<file path="src/rtl/hazard_scoreboard_pkg.sv">
// Shared defaults and types for the register hazard scoreboard.
package hazard_scoreboard_pkg;

    localparam int DEF_NREG  = 32;
    localparam int DEF_NSRC  = 2;
    localparam int DEF_CNT_W = 2;
    localparam int DEF_XLEN  = 32;

    // Pending-write counter at the default width.
    typedef logic [DEF_CNT_W-1:0] pend_cnt_t;

endpackage

</file>
<file path="src/rtl/hazard_pend_cnt.sv">
// Per-register pending-write counter: up on issue, down on writeback,
// cleared by flush. It holds at full scale and at zero.
module hazard_pend_cnt #(
    parameter int CNT_W = 2
) (
    input  logic             clk,
    input  logic             rst_n,
    input  logic             flush,
    input  logic             inc,
    input  logic             dec,
    output logic [CNT_W-1:0] cnt
);

    // Flush wins over everything; simultaneous inc and dec cancel out.
    always_ff @(posedge clk or negedge rst_n) begin
        if (!rst_n) begin
            cnt <= '0;
        end else if (flush) begin
            cnt <= '0;
        end else if (inc && !dec) begin
            if (cnt != {CNT_W{1'b1}}) cnt <= cnt + CNT_W'(1);
        end else if (dec && !inc) begin
            if (cnt != '0) cnt <= cnt - CNT_W'(1);
        end
    end

endmodule

</file>
<file path="src/rtl/hazard_scoreboard.sv">
// Register scoreboard: tracks outstanding writes per architectural register,
// stalls issue on RAW hazards or counter saturation, and bypasses
// writeback data straight to a waiting source when it is the last write.
module hazard_scoreboard
    import hazard_scoreboard_pkg::*;
#(
    parameter int NREG  = DEF_NREG,
    parameter int NSRC  = DEF_NSRC,
    parameter int CNT_W = DEF_CNT_W,
    parameter int XLEN  = DEF_XLEN,
    parameter int AW    = $clog2(NREG)
) (
    input  logic                 clk,
    input  logic                 rst_n,
    input  logic                 issue_valid,
    input  logic [NSRC*AW-1:0]   issue_rs,
    input  logic [NSRC-1:0]      issue_rs_used,
    input  logic [AW-1:0]        issue_rd,
    input  logic                 issue_wen,
    output logic                 issue_ready,
    input  logic                 wb_valid,
    input  logic [AW-1:0]        wb_rd,
    input  logic [XLEN-1:0]      wb_data,
    input  logic                 flush,
    output logic [NSRC-1:0]      fwd_hit,
    output logic [NSRC*XLEN-1:0] fwd_data,
    output logic                 busy,
    output logic                 err_underflow,
    output logic [31:0]          stall_cycles
);

    logic [CNT_W-1:0] pend [NREG];
    logic [NSRC-1:0]  hazard;
    logic             fire;

    assign fire    = issue_valid & issue_ready;
    // x0 is hard-wired and never has an outstanding write.
    assign pend[0] = '0;

    for (genvar r = 1; r < NREG; r++) begin : g_pend
        hazard_pend_cnt #(
            .CNT_W (CNT_W)
        ) u_cnt (
            .clk   (clk),
            .rst_n (rst_n),
            .flush (flush),
            .inc   (fire & issue_wen & (issue_rd == AW'(r))),
            .dec   (wb_valid & (wb_rd == AW'(r))),
            .cnt   (pend[r])
        );
    end

    // Per-slot bypass and hazard; a bypass only counts when this writeback
    // retires the last outstanding write to that register.
    always_comb begin
        fwd_hit  = '0;
        fwd_data = '0;
        hazard   = '0;
        for (int i = 0; i < NSRC; i++) begin
            fwd_hit[i] = issue_rs_used[i]
                       & (issue_rs[i*AW +: AW] != '0)
                       & wb_valid
                       & (wb_rd == issue_rs[i*AW +: AW])
                       & (pend[issue_rs[i*AW +: AW]] == CNT_W'(1));
            if (fwd_hit[i]) fwd_data[i*XLEN +: XLEN] = wb_data;
            hazard[i] = issue_rs_used[i]
                      & (pend[issue_rs[i*AW +: AW]] != '0)
                      & ~fwd_hit[i];
        end
    end

    // Issue is independent of issue_valid; a full destination counter blocks it.
    always_comb begin
        issue_ready = ~(|hazard)
                    & ~(issue_wen & (issue_rd != '0) & (pend[issue_rd] == {CNT_W{1'b1}}))
                    & ~flush;
    end

    // Any register with an outstanding write.
    always_comb begin
        busy = 1'b0;
        for (int r = 1; r < NREG; r++) busy = busy | (pend[r] != '0);
    end

    // Sticky error for a writeback that had no matching outstanding write.
    always_ff @(posedge clk or negedge rst_n) begin
        if (!rst_n) begin
            err_underflow <= 1'b0;
        end else if (wb_valid && (wb_rd != '0) && (pend[wb_rd] == '0)) begin
            err_underflow <= 1'b1;
        end
    end

    // Saturating count of cycles where an instruction waited; survives flush.
    always_ff @(posedge clk or negedge rst_n) begin
        if (!rst_n) begin
            stall_cycles <= '0;
        end else if (issue_valid && !issue_ready && (stall_cycles != 32'hFFFF_FFFF)) begin
            stall_cycles <= stall_cycles + 32'd1;
        end
    end

endmodule

</file>
<file path="config.mk">
export PLATFORM = sky130hd
export DESIGN_NAME = hazard_scoreboard
export DESIGN_NICKNAME = d
export VERILOG_FILES = /design/src/rtl/hazard_scoreboard_pkg.sv /design/src/rtl/hazard_pend_cnt.sv /design/src/rtl/hazard_scoreboard.sv
export SDC_FILE = /design/constraint.sdc
export NUM_CORES = 1
export LEC_CHECK = 0
export ABC_AREA = 1
export BUFFER_PORTS_ARGS = -buffer_cell sky130_fd_sc_hd__buf_2
export CAP_MARGIN = 10
export CORE_MARGIN = 2
export CORE_UTILIZATION = 35
export CTS_CLUSTER_DIAMETER = 60
export CTS_CLUSTER_SIZE = 24
export DETAILED_ROUTE_END_ITERATION = 16
export PLACE_DENSITY_LB_ADDON = 0.12
export REMOVE_ABC_BUFFERS = 1
export SYNTH_ARGS = -nofsm -noshare
export SYNTH_HDL_FRONTEND = slang
export SYNTH_HIERARCHICAL = 1
export SYNTH_SLANG_ARGS = --single-unit
</file>
<file path="constraint.sdc">
create_clock -name clk -period 6.1 [get_ports clk]
set_input_delay 0.305 -clock clk [delete_from_list [all_inputs] [get_ports clk]]
set_output_delay 0.305 -clock clk [all_outputs]
set_load 0.05 [all_outputs]
</file>
==> impl_metrics.json, run 1 <==
{
  "outcome": "complete, no violations",
  "gp_congestion": 0.998,
  "ir_drop_mv": 0.158,
  "fmax_ghz": 0.276,
  "cp_max_fo": 42,
  "die_w_um": 171,
  "cts_setup_buffers": 0,
  "num_rows": 61,
  "cp_slowest_stage_delay_ps": 650,
  "numCtsBuffers": 9,
  "crit_buf_inv": 4,
  "synthArstFlopShare_pct": 100,
  "ys_seq_elements": 95,
  "ctsResizeCount": 0,
  "die_h_um": 171,
  "cp-end-kind": "output pin",
  "min_period_ps": 3620,
  "slew_viol_final": 0,
  "cts_buffer_depth": 2,
  "firstDrtPassIters": 7,
  "hold_viol_final": 0,
  "initial_core_util_pct": 35.4,
  "syn_inst": 1727,
  "dp_hpwl_mm": 28.0,
  "area_growth_pct": 12.9,
  "cp_data_arrival_time_ps": 3320,
  "ys_seq_area_share_pct": 24.2,
  "syn_area_um2": 9820,
  "clock_latency_ps": 370,
  "vias": 11300,
  "wirelength_mm": 36.8,
  "critPathMostFrequentCell": "nand3_1",
  "grt_pass1_vias": 9964,
  "ios": 161,
  "avgRoutedWirePerCell_um": 16.5,
  "path_clk_slew_ps": 70,
  "ys.flop_type": "dfrtp_1",
  "cts_root_buf": "clkbuf_16",
  "cts_tree": "yes",
  "track_usage_pct": 24.9,
  "fin_crit_sh_pct": 59.4,
  "antenna_found_initial": 0,
  "hold_depth": 3,
  "synth_area_per_cell_um2": 5.69,
  "vias_per_cell": 5.07,
  "maxSlewHeadroom_pct": 22.2,
  "max_slew.worst_pin.slew_ps": 1160,
  "rsz0062_at_grt": "false",
  "grt_pass1_wl_mm": 56.0,
  "maxCapViolations": 0,
  "drc_errors": 0,
  "leakagePower_nw": 5.26,
  "min_to": "err_underflow",
  "postCtsHoldBufs": 1,
  "total_power_w": 0.00158,
  "placed_cells": 2216,
  "yosysUniqueCellTypes": 34,
  "r2r_slack_ps": 3010,
  "clock-sinks": 95,
  "dieArea_um2": 29400,
  "cpLargestDelayFamily": "buffers and inverters",
  "r2r_cells": 18,
  "grt_max_degree": 51,
  "drtAntennaViolNets": 0,
  "cts_max_level": 3,
  "final_layout_size_suffix_gt1_share_pct": 16.8,
  "r2r-end": "g_pend[20].u_cnt/cnt[0]",
  "global_route.overflow_total": 0,
  "start_kind": "input port",
  "core_area_um2": 27700,
  "tns_ps": 0,
  "setup_viol": 0,
  "final_cells": 2234,
  "path_class": "in2out",
  "critical-path-slowest-cell": "inv_1",
  "synth_edf_count": 0,
  "startpoint": "issue_rs[5]",
  "antennaDiodeCount": 0,
  "r2r_start": "g_pend[14].u_cnt/cnt[1]",
  "fillCellCount": 3101,
  "worst_clock_skew_ps": 15.1,
  "crit_required_ps": 5790,
  "power.density_nw_per_um2": 143,
  "crit_chain": "buf_2 -> inv_4 -> nand2_1 -> nand3_1 -> nand3_1 -> nand3_1 -> nand3_1 -> nand2_1 -> nand4_1 -> nor2_1 -> inv_1 -> nor2_1 -> buf_2",
  "io_buffer_count": 160,
  "initialDrtViolationCount": 1042,
  "ys_warn_count": 6,
  "hp-start": "wb_valid",
  "hold_class": "in2reg",
  "final_nets": 1912
}
[kinds of logic after synthesis]
logic type	Yosys count	share of synthesized area [%]
XOR/XNOR	32	2.85
AND/OR/NAND/NOR	1065	46.5
AO/OA/AOI/OAI	207	12.1
adder cells (fa/ha/maj)	1	0.127
buffers and inverters	327	14.2
flip-flops	95	24.2
[worst min-delay path, stage by stage]
cell and delay, ps:
buf_2 130, nand3_1 150, nand2_1 60
[registers in the layout (all words and copies together) (netlist names)]
| signal | cells |
|---|---|
| g_pend.u_cnt/cnt | 62 |
| err_underflow | 1 |
| stall_cycles | 32 |
[layout by cell type, fill, tap and decap left out, types with 2 or more instances in the layout]
master / n
inv_2: 37
nand4_1: 22
xor2_1: 27
nor4_1: 14
a21oi_2: 31
nor2_1: 183
buf_2: 159
buf_4: 8
inv_1: 233
clkinv_4: 2
a21oi_1: 95
o21ai_0: 55
nor2_2: 49
clkbuf_16: 9
xnor2_1: 5
clkinvlp_4: 2
o22ai_1: 5
o211ai_1: 9
nor3_1: 53
o21ai_1: 7
nand2_1: 576
nand3_1: 158
nand4_4: 3
nand2_2: 3
dfrtp_1: 95
[cells in the mapped netlist (27+ instances only)]
library cell | number | area (um^2)
nand2_1 | 576 | 2160
inv_1 | 233 | 875
nor2_1 | 183 | 687
nand3_1 | 158 | 791
a21oi_1 | 95 | 475
dfrtp_1 | 95 | 2380
o21ai_0 | 55 | 275
nor3_1 | 53 | 265
nor2_2 | 49 | 307
inv_2 | 37 | 139
a21oi_2 | 31 | 272
xor2_1 | 27 | 236
[how the worst max path moves through the flow]
stage	depth (start not counted)	to
2_1_floorplan	9	stall_cycles[10]
3_3_place_gp	10	fwd_data[4]
3_5_place_dp	10	fwd_data[15]
4_1_cts	10	fwd_data[15]
5_1_grt	13	fwd_data[55]
6_report	13	fwd_data[55]
[cell type report]
class                   instances  area, um^2  area share (%)
inverters                     271        1020            9.20
well taps                     378         473            4.27
repair buffers                169         877            7.91
flip-flops and latches         95        2380            21.5
multi-input cells            1305        6050            54.6
clock inverters                 6        52.6           0.474
clock buffers                  10         229            2.07
[power breakdown]
group | leakage [nW] | switching [W] | internal, W
Sequential | 1.32 | 0.0000194 | 0.000642
Clock | 0.131 | 0.000294 | 0.000284
Combinational | 3.81 | 0.000262 | 0.0000789
[per-stage QoR]
step / setup slack, ps / area, um^2 / hold slack [ps] / utilization [%]
2_1_floorplan: 2620 / 9440 / 9.41 / -
3_5_place_dp: 2260 / 10800 / 360 / 38.9
6_report: 2480 / 11100 / 325 / 40.0
3_3_place_gp: 2270 / 10800 / 354 / 38.9
4_1_cts: 2250 / 11100 / 308 / 40.0
5_1_grt: 2260 / 11100 / 324 / 40.0
[metal layers]
metal  vias to the layer above  wire length (um)  part of all wire [%]  global-route usage [%]
li1                       5663                 -                     -                       -
met1                      5127             16300                    44                    33.9
met2                       476             16400                    45                    40.6
met3                        56              3030                   8.2                    3.11
met4                         0              1100                   3.0                    8.47
met5                         -                 0                     0                       0
No activity file was read; power rests on OpenSTA's default activity.
==> inputs of run 2 (changes only) <==
==> constraint.sdc (replaced) <==
create_clock -name clk -period 3.6 [get_ports clk]
set_input_delay 0.18 -clock clk [delete_from_list [all_inputs] [get_ports clk]]
set_output_delay 0.18 -clock clk [all_outputs]
set_load 0.05 [all_outputs]
==> impl_metrics.json, run 2 (synthesized netlist as in run 1, its figures left out) <==
{
  "outcome": "complete, no violations",
  "rsz0062_at_grt": "false",
  "fillCellCount": 3144,
  "antennaDiodeCount": 0,
  "regMostFlops": "g_pend.u_cnt/cnt",
  "gr-max-usage-layer": "met2",
  "ios": 161,
  "initialDrtViolationCount": 1026,
  "leakagePower_nw": 5.32,
  "drc_errors": 0,
  "initial_core_util_pct": 35.4,
  "grt.met2_usage_pct": 40.4,
  "fin_crit_sh_pct": 86.0,
  "numCtsBuffers": 9,
  "whs_ps": 180,
  "track_usage_pct": 25.6,
  "maxSlewHeadroom_pct": 36.9,
  "fmax_ghz": 0.323,
  "crit_chain": "buf_2 -> inv_2 -> o21ai_0 -> nand3_1 -> nand3_1 -> nand3_1 -> nand2_1 -> nand2_1 -> nand2_4 -> nand4_4 -> buf_4 -> inv_1 -> buf_2",
  "global_route.overflow_total": 0,
  "vias_per_cell": 5.13,
  "clock_latency_ps": 360,
  "cts_root_buf": "clkbuf_16",
  "grt_pass1_wl_mm": 58.2,
  "cts_tree": "yes",
  "drtAntennaViolNets": 0,
  "wirelength_mm": 37.5,
  "cp-end-kind": "output pin",
  "largest_reg_flops": 62,
  "ir_drop_mv": 0.286,
  "final_layout_size_suffix_gt1_share_pct": 17.4,
  "start_kind": "input port",
  "area_growth_pct": 14.0,
  "path_class": "in2out",
  "setup_viol": 0,
  "hold_class": "in2reg",
  "critPathMostFrequentCell": "nand3_1",
  "die_w_um": 171,
  "hold_viol_final": 0,
  "cpLargestDelayFamily": "buffers and inverters",
  "antenna_found_initial": 1,
  "dp_hpwl_mm": 28.0,
  "cp_data_arrival_time_ps": 2910,
  "vias": 11500,
  "min_period_ps": 3090,
  "crit_required_ps": 3420,
  "avgRoutedWirePerCell_um": 16.7,
  "worst_clock_skew_ps": 17.0,
  "io_buffer_count": 160,
  "ctsResizeCount": 0,
  "crit_buf_inv": 5,
  "max_slew.worst_pin.slew_ps": 946,
  "critical-path-slowest-cell": "buf_2",
  "cp_slowest_stage_delay_ps": 390,
  "cts_buffer_depth": 2,
  "core_area_um2": 27700,
  "die_h_um": 171,
  "layout_common_cells": "576 x nand2_1, 233 x inv_1, 183 x nor2_1",
  "power.density_nw_per_um2": 243,
  "grt_max_degree": 96,
  "dieArea_um2": 29400,
  "gp_congestion": 1.03,
  "path_clk_slew_ps": 90,
  "final_common_cell": "nand2_1",
  "slew_viol_final": 0,
  "cts_max_level": 3,
  "cp_max_fo": 27,
  "maxCapViolations": 0,
  "final_nets": 1923,
  "grt_pass1_vias": 10400,
  "top_regs": "g_pend.u_cnt/cnt (62), stall_cycles (32), err_underflow (1)",
  "firstDrtPassIters": 5,
  "num_rows": 61,
  "tns_ps": 0,
  "met1_usage_pct": 34.6,
  "clock-sinks": 95,
  "met3_usage_pct": 3.54
}
-- run 2: stage by stage --
step	total power, W	setup slack (ps)	utilization, %	cell area (um^2)	std cells
after floorplan	0.00146	119	-	9440	1671
after global placement	0.00172	512	39.3	10900	2228
after detailed placement	0.00172	460	39.3	10900	2228
after CTS	0.00275	545	40.4	11200	2245
after global routing	0.00285	305	40.4	11200	2245
final	0.00272	505	40.4	11200	2245
-- run 2: final timing paths --
check	from	endpoint	slack, ps	depth (start not counted)
max reg2reg	g_pend[22].u_cnt/cnt[1]	g_pend[21].u_cnt/cnt[0]	630	18
max	issue_rs[0]	issue_ready	510	13
min	wb_valid	err_underflow	180	3
min reg2reg	err_underflow	err_underflow	470	2
min in group asynchronous	rst_n	err_underflow	400	3
max in group asynchronous	rst_n	g_pend[28].u_cnt/cnt[1]	2740	3
-- run 2: final cells by class --
class | count | area (um^2) | share of cell area, %
Inverter | 271 | 1020 | 9.11
Tap cell | 378 | 473 | 4.23
Multi-Input combinational cell | 1305 | 6050 | 54.1
Clock buffer | 9 | 225 | 2.01
Timing Repair Buffer | 180 | 968 | 8.65
Clock inverter | 7 | 72.6 | 0.649
Sequential cell | 95 | 2380 | 21.2
-- run 2: worst register-to-register path, delay by kind of cell (launching register included) --
family	cells	cell delay (ps)
AOI/OAI and AO/OA	3	520
buffers and inverters	2	250
and+or+nand+nor	13	1580
DFF	1	460
-- run 2: repair_timing --
action	CTS	global route
hold buffers	1	0
endpoints found under the hold margin	95	0
endpoints found under the setup margin	0	0
buffers inserted	0	0
-- run 2: metal layers --
metal	wire length, um	vias to the layer above	share of wire (%)
met3	2950	84	7.9
met5	0	-	0
met2	16000	501	43
met1	16700	5239	45
li1	-	5690	-
met4	1760	0	4.7
-- run 2: where the power goes --
| group | internal (W) | total [W] | switching (W) | leakage, nW |
|---|---|---|---|---|
| combinational | 0.000140 | 0.000588 | 0.000448 | 3.87 |
| clock | 0.000493 | 0.00101 | 0.000517 | 0.143 |
| sequential | 0.00109 | 0.00112 | 0.0000334 | 1.32 |
==> inputs of run 3 (changes only) <==
==> constraint.sdc (replaced) <==
create_clock -name clk -period 3.6 [get_ports clk]
set_input_delay 0.54 -clock clk [delete_from_list [all_inputs] [get_ports clk]]
set_output_delay 0.54 -clock clk [all_outputs]
set_load 0.05 [all_outputs]
==> impl_metrics.json, run 3 (synthesized netlist as in run 1, its figures left out) <==
{
  "final_layout_size_suffix_gt1_share_pct": 18.2,
  "cpLargestDelayFamily": "buffers and inverters",
  "maxSlewHeadroom_pct": 37.9,
  "grt_pass1_wl_mm": 57.3,
  "area_growth_pct": 15.5,
  "grt_max_degree": 63,
  "cp_max_fo": 19,
  "outcome": "complete, no violations",
  "die_h_um": 171,
  "fin_crit_sh_pct": 92.1,
  "worst_clock_skew_ps": 11.0,
  "num_rows": 61,
  "cts_root_buf": "clkbuf_16",
  "total_power_w": 0.00272,
  "multi_input_area_um2": 6050,
  "ios": 161,
  "drtAntennaViolNets": 0,
  "ctsResizeCount": 0,
  "vias": 11600,
  "grt_pass1_vias": 10400,
  "crit_required_ps": 3060,
  "fmax_ghz": 0.301,
  "placed_cells": 2247,
  "power.density_nw_per_um2": 240,
  "cts_max_level": 3,
  "netSwitchingFraction_pct": 36.3,
  "layout.area.seq_um2": 2380,
  "cp_data_arrival_time_ps": 2780,
  "top_regs": "g_pend.u_cnt/cnt (62), stall_cycles (32), err_underflow (1)",
  "gp_congestion": 0.966,
  "antenna_found_initial": 0,
  "wirelength_mm": 37.4,
  "cp_slowest_stage_delay_ps": 340,
  "regMostFlops": "g_pend.u_cnt/cnt",
  "power_frac_clock_pct": 36.9,
  "critical-path-slowest-cell": "inv_1",
  "leakagePower_nw": 5.42,
  "path_clk_slew_ps": 80,
  "cts_buffer_depth": 2,
  "largest_reg_flops": 62,
  "fillCellCount": 3113,
  "rsz0062_at_grt": "false",
  "tns_ps": 0,
  "path_class": "in2out",
  "final_cells": 2263,
  "power_frac_seq_pct": 41.2,
  "start_kind": "input port",
  "placed_area_um2": 11000,
  "global_route.overflow_total": 0,
  "hold_viol_final": 0,
  "initial_core_util_pct": 35.4,
  "clock_latency_ps": 370,
  "crit_buf_inv": 6,
  "postLayoutCellArea_um2": 11300,
  "max_slew.worst_pin.slew_ps": 932,
  "dieArea_um2": 29400,
  "min_period_ps": 3320,
  "layout_common_cells": "576 x nand2_1, 233 x inv_1, 183 x nor2_1",
  "firstDrtPassIters": 6,
  "slew_viol_final": 0,
  "postCtsHoldBufs": 0,
  "initialDrtViolationCount": 1168,
  "numCtsBuffers": 9,
  "antennaDiodeCount": 0,
  "drc_errors": 0,
  "avgRoutedWirePerCell_um": 16.5,
  "dp_hpwl_mm": 28.9,
  "die_w_um": 171,
  "fin_util_pct": 40.9,
  "cts_tree": "yes",
  "maxCapViolations": 0,
  "combPwrFrac_pct": 21.9,
  "track_usage_pct": 25.4,
  "clock-sinks": 95,
  "intPower_w": 0.00173,
  "final_nets": 1941,
  "ir_drop_mv": 0.215,
  "vias_per_cell": 5.13,
  "p_switching_w": 0.000988,
  "core_area_um2": 27700,
  "crit_chain": "buf_2 -> inv_1 -> nand2_1 -> o21ai_0 -> nor2_1 -> nand2_1 -> nand3_1 -> nand2_1 -> inv_1 -> nor2_1 -> inv_1 -> buf_4 -> nor2_1 -> buf_2",
  "cts_setup_buffers": 0,
  "hold_class": "in2async",
  "io_buffer_count": 160,
  "setup_viol": 0,
  "final_common_cell": "nand2_1",
  "cp-end-kind": "output pin"
}
-- run 3: cell types whose count changed in the layout (fill, tap and decap cells not counted) --
cell and change:
buf_12 +1, clkinv_4 +2, clkinvlp_4 -1, buf_4 +18, inv_6 -1, dlygate4sd3_1 -1
-- run 3: per-layer routing --
layer	up-vias	routed length (um)	GRT usage (%)
met1	5300	16800	33.5
met3	90	2570	3.68
li1	5732	-	-
met4	0	1560	11.1
met5	-	0	0
met2	483	16500	41.2
-- run 3: worst register-to-register path, cell delays in order (launching register included) --
cell and delay (ps):
dfrtp_1 480, inv_1 180, o21ai_0 100, nand2_1 60
nand2_1 50, nand2_1 70, nand2_1 50, o21ai_0 210
nand2_1 100, nand3_2 110, nand2_2 70, nor2_4 140
nand4_4 330, nor2_1 290, inv_2 80, nor2_2 110
nand2_1 60, nand2_1 70, a21oi_2 50
-- run 3: cell type report --
| type | instances | area share [%] |
|---|---|---|
| clock buffers | 9 | 1.99 |
| clock inverters | 7 | 0.651 |
| inverters | 271 | 9.00 |
| multi-input cells | 1305 | 53.4 |
| flip-flops and latches | 95 | 21.0 |
| well taps | 378 | 4.17 |
| repair buffers | 198 | 9.82 |
-- run 3: path summary, 6_finish.rpt --
check / slack, ps / cells after the start / end / from
max reg2reg: 820 / 18 / g_pend[3].u_cnt/cnt[0] / g_pend[26].u_cnt/cnt[1]
max in group asynchronous: 2660 / 2 / stall_cycles[17] / rst_n
min: 210 / 1 / err_underflow / rst_n
min reg2reg: 470 / 2 / err_underflow / err_underflow
min in group clk: 470 / 2 / err_underflow / err_underflow
max: 280 / 14 / fwd_data[38] / issue_rs[6]
-- run 3: power groups by stage --
stage,Combinational (W),Clock (W),Sequential (W)
6_report,0.000596,0.00100,0.00112
5_1_grt,0.000647,0.00108,0.00113
4_1_cts,0.000593,0.00104,0.00112
3_5_place_dp,0.000591,0,0.00114
3_3_place_gp,0.000590,0,0.00114
2_1_floorplan,0.000246,0,0.00121
-- run 3: metrics by stage --
stage	worst slack (ps)	hold slack, ps
2_1_floorplan	-245	244
3_3_place_gp	370	450
3_5_place_dp	292	463
4_1_cts	289	221
5_1_grt	32.2	258
6_report	283	207
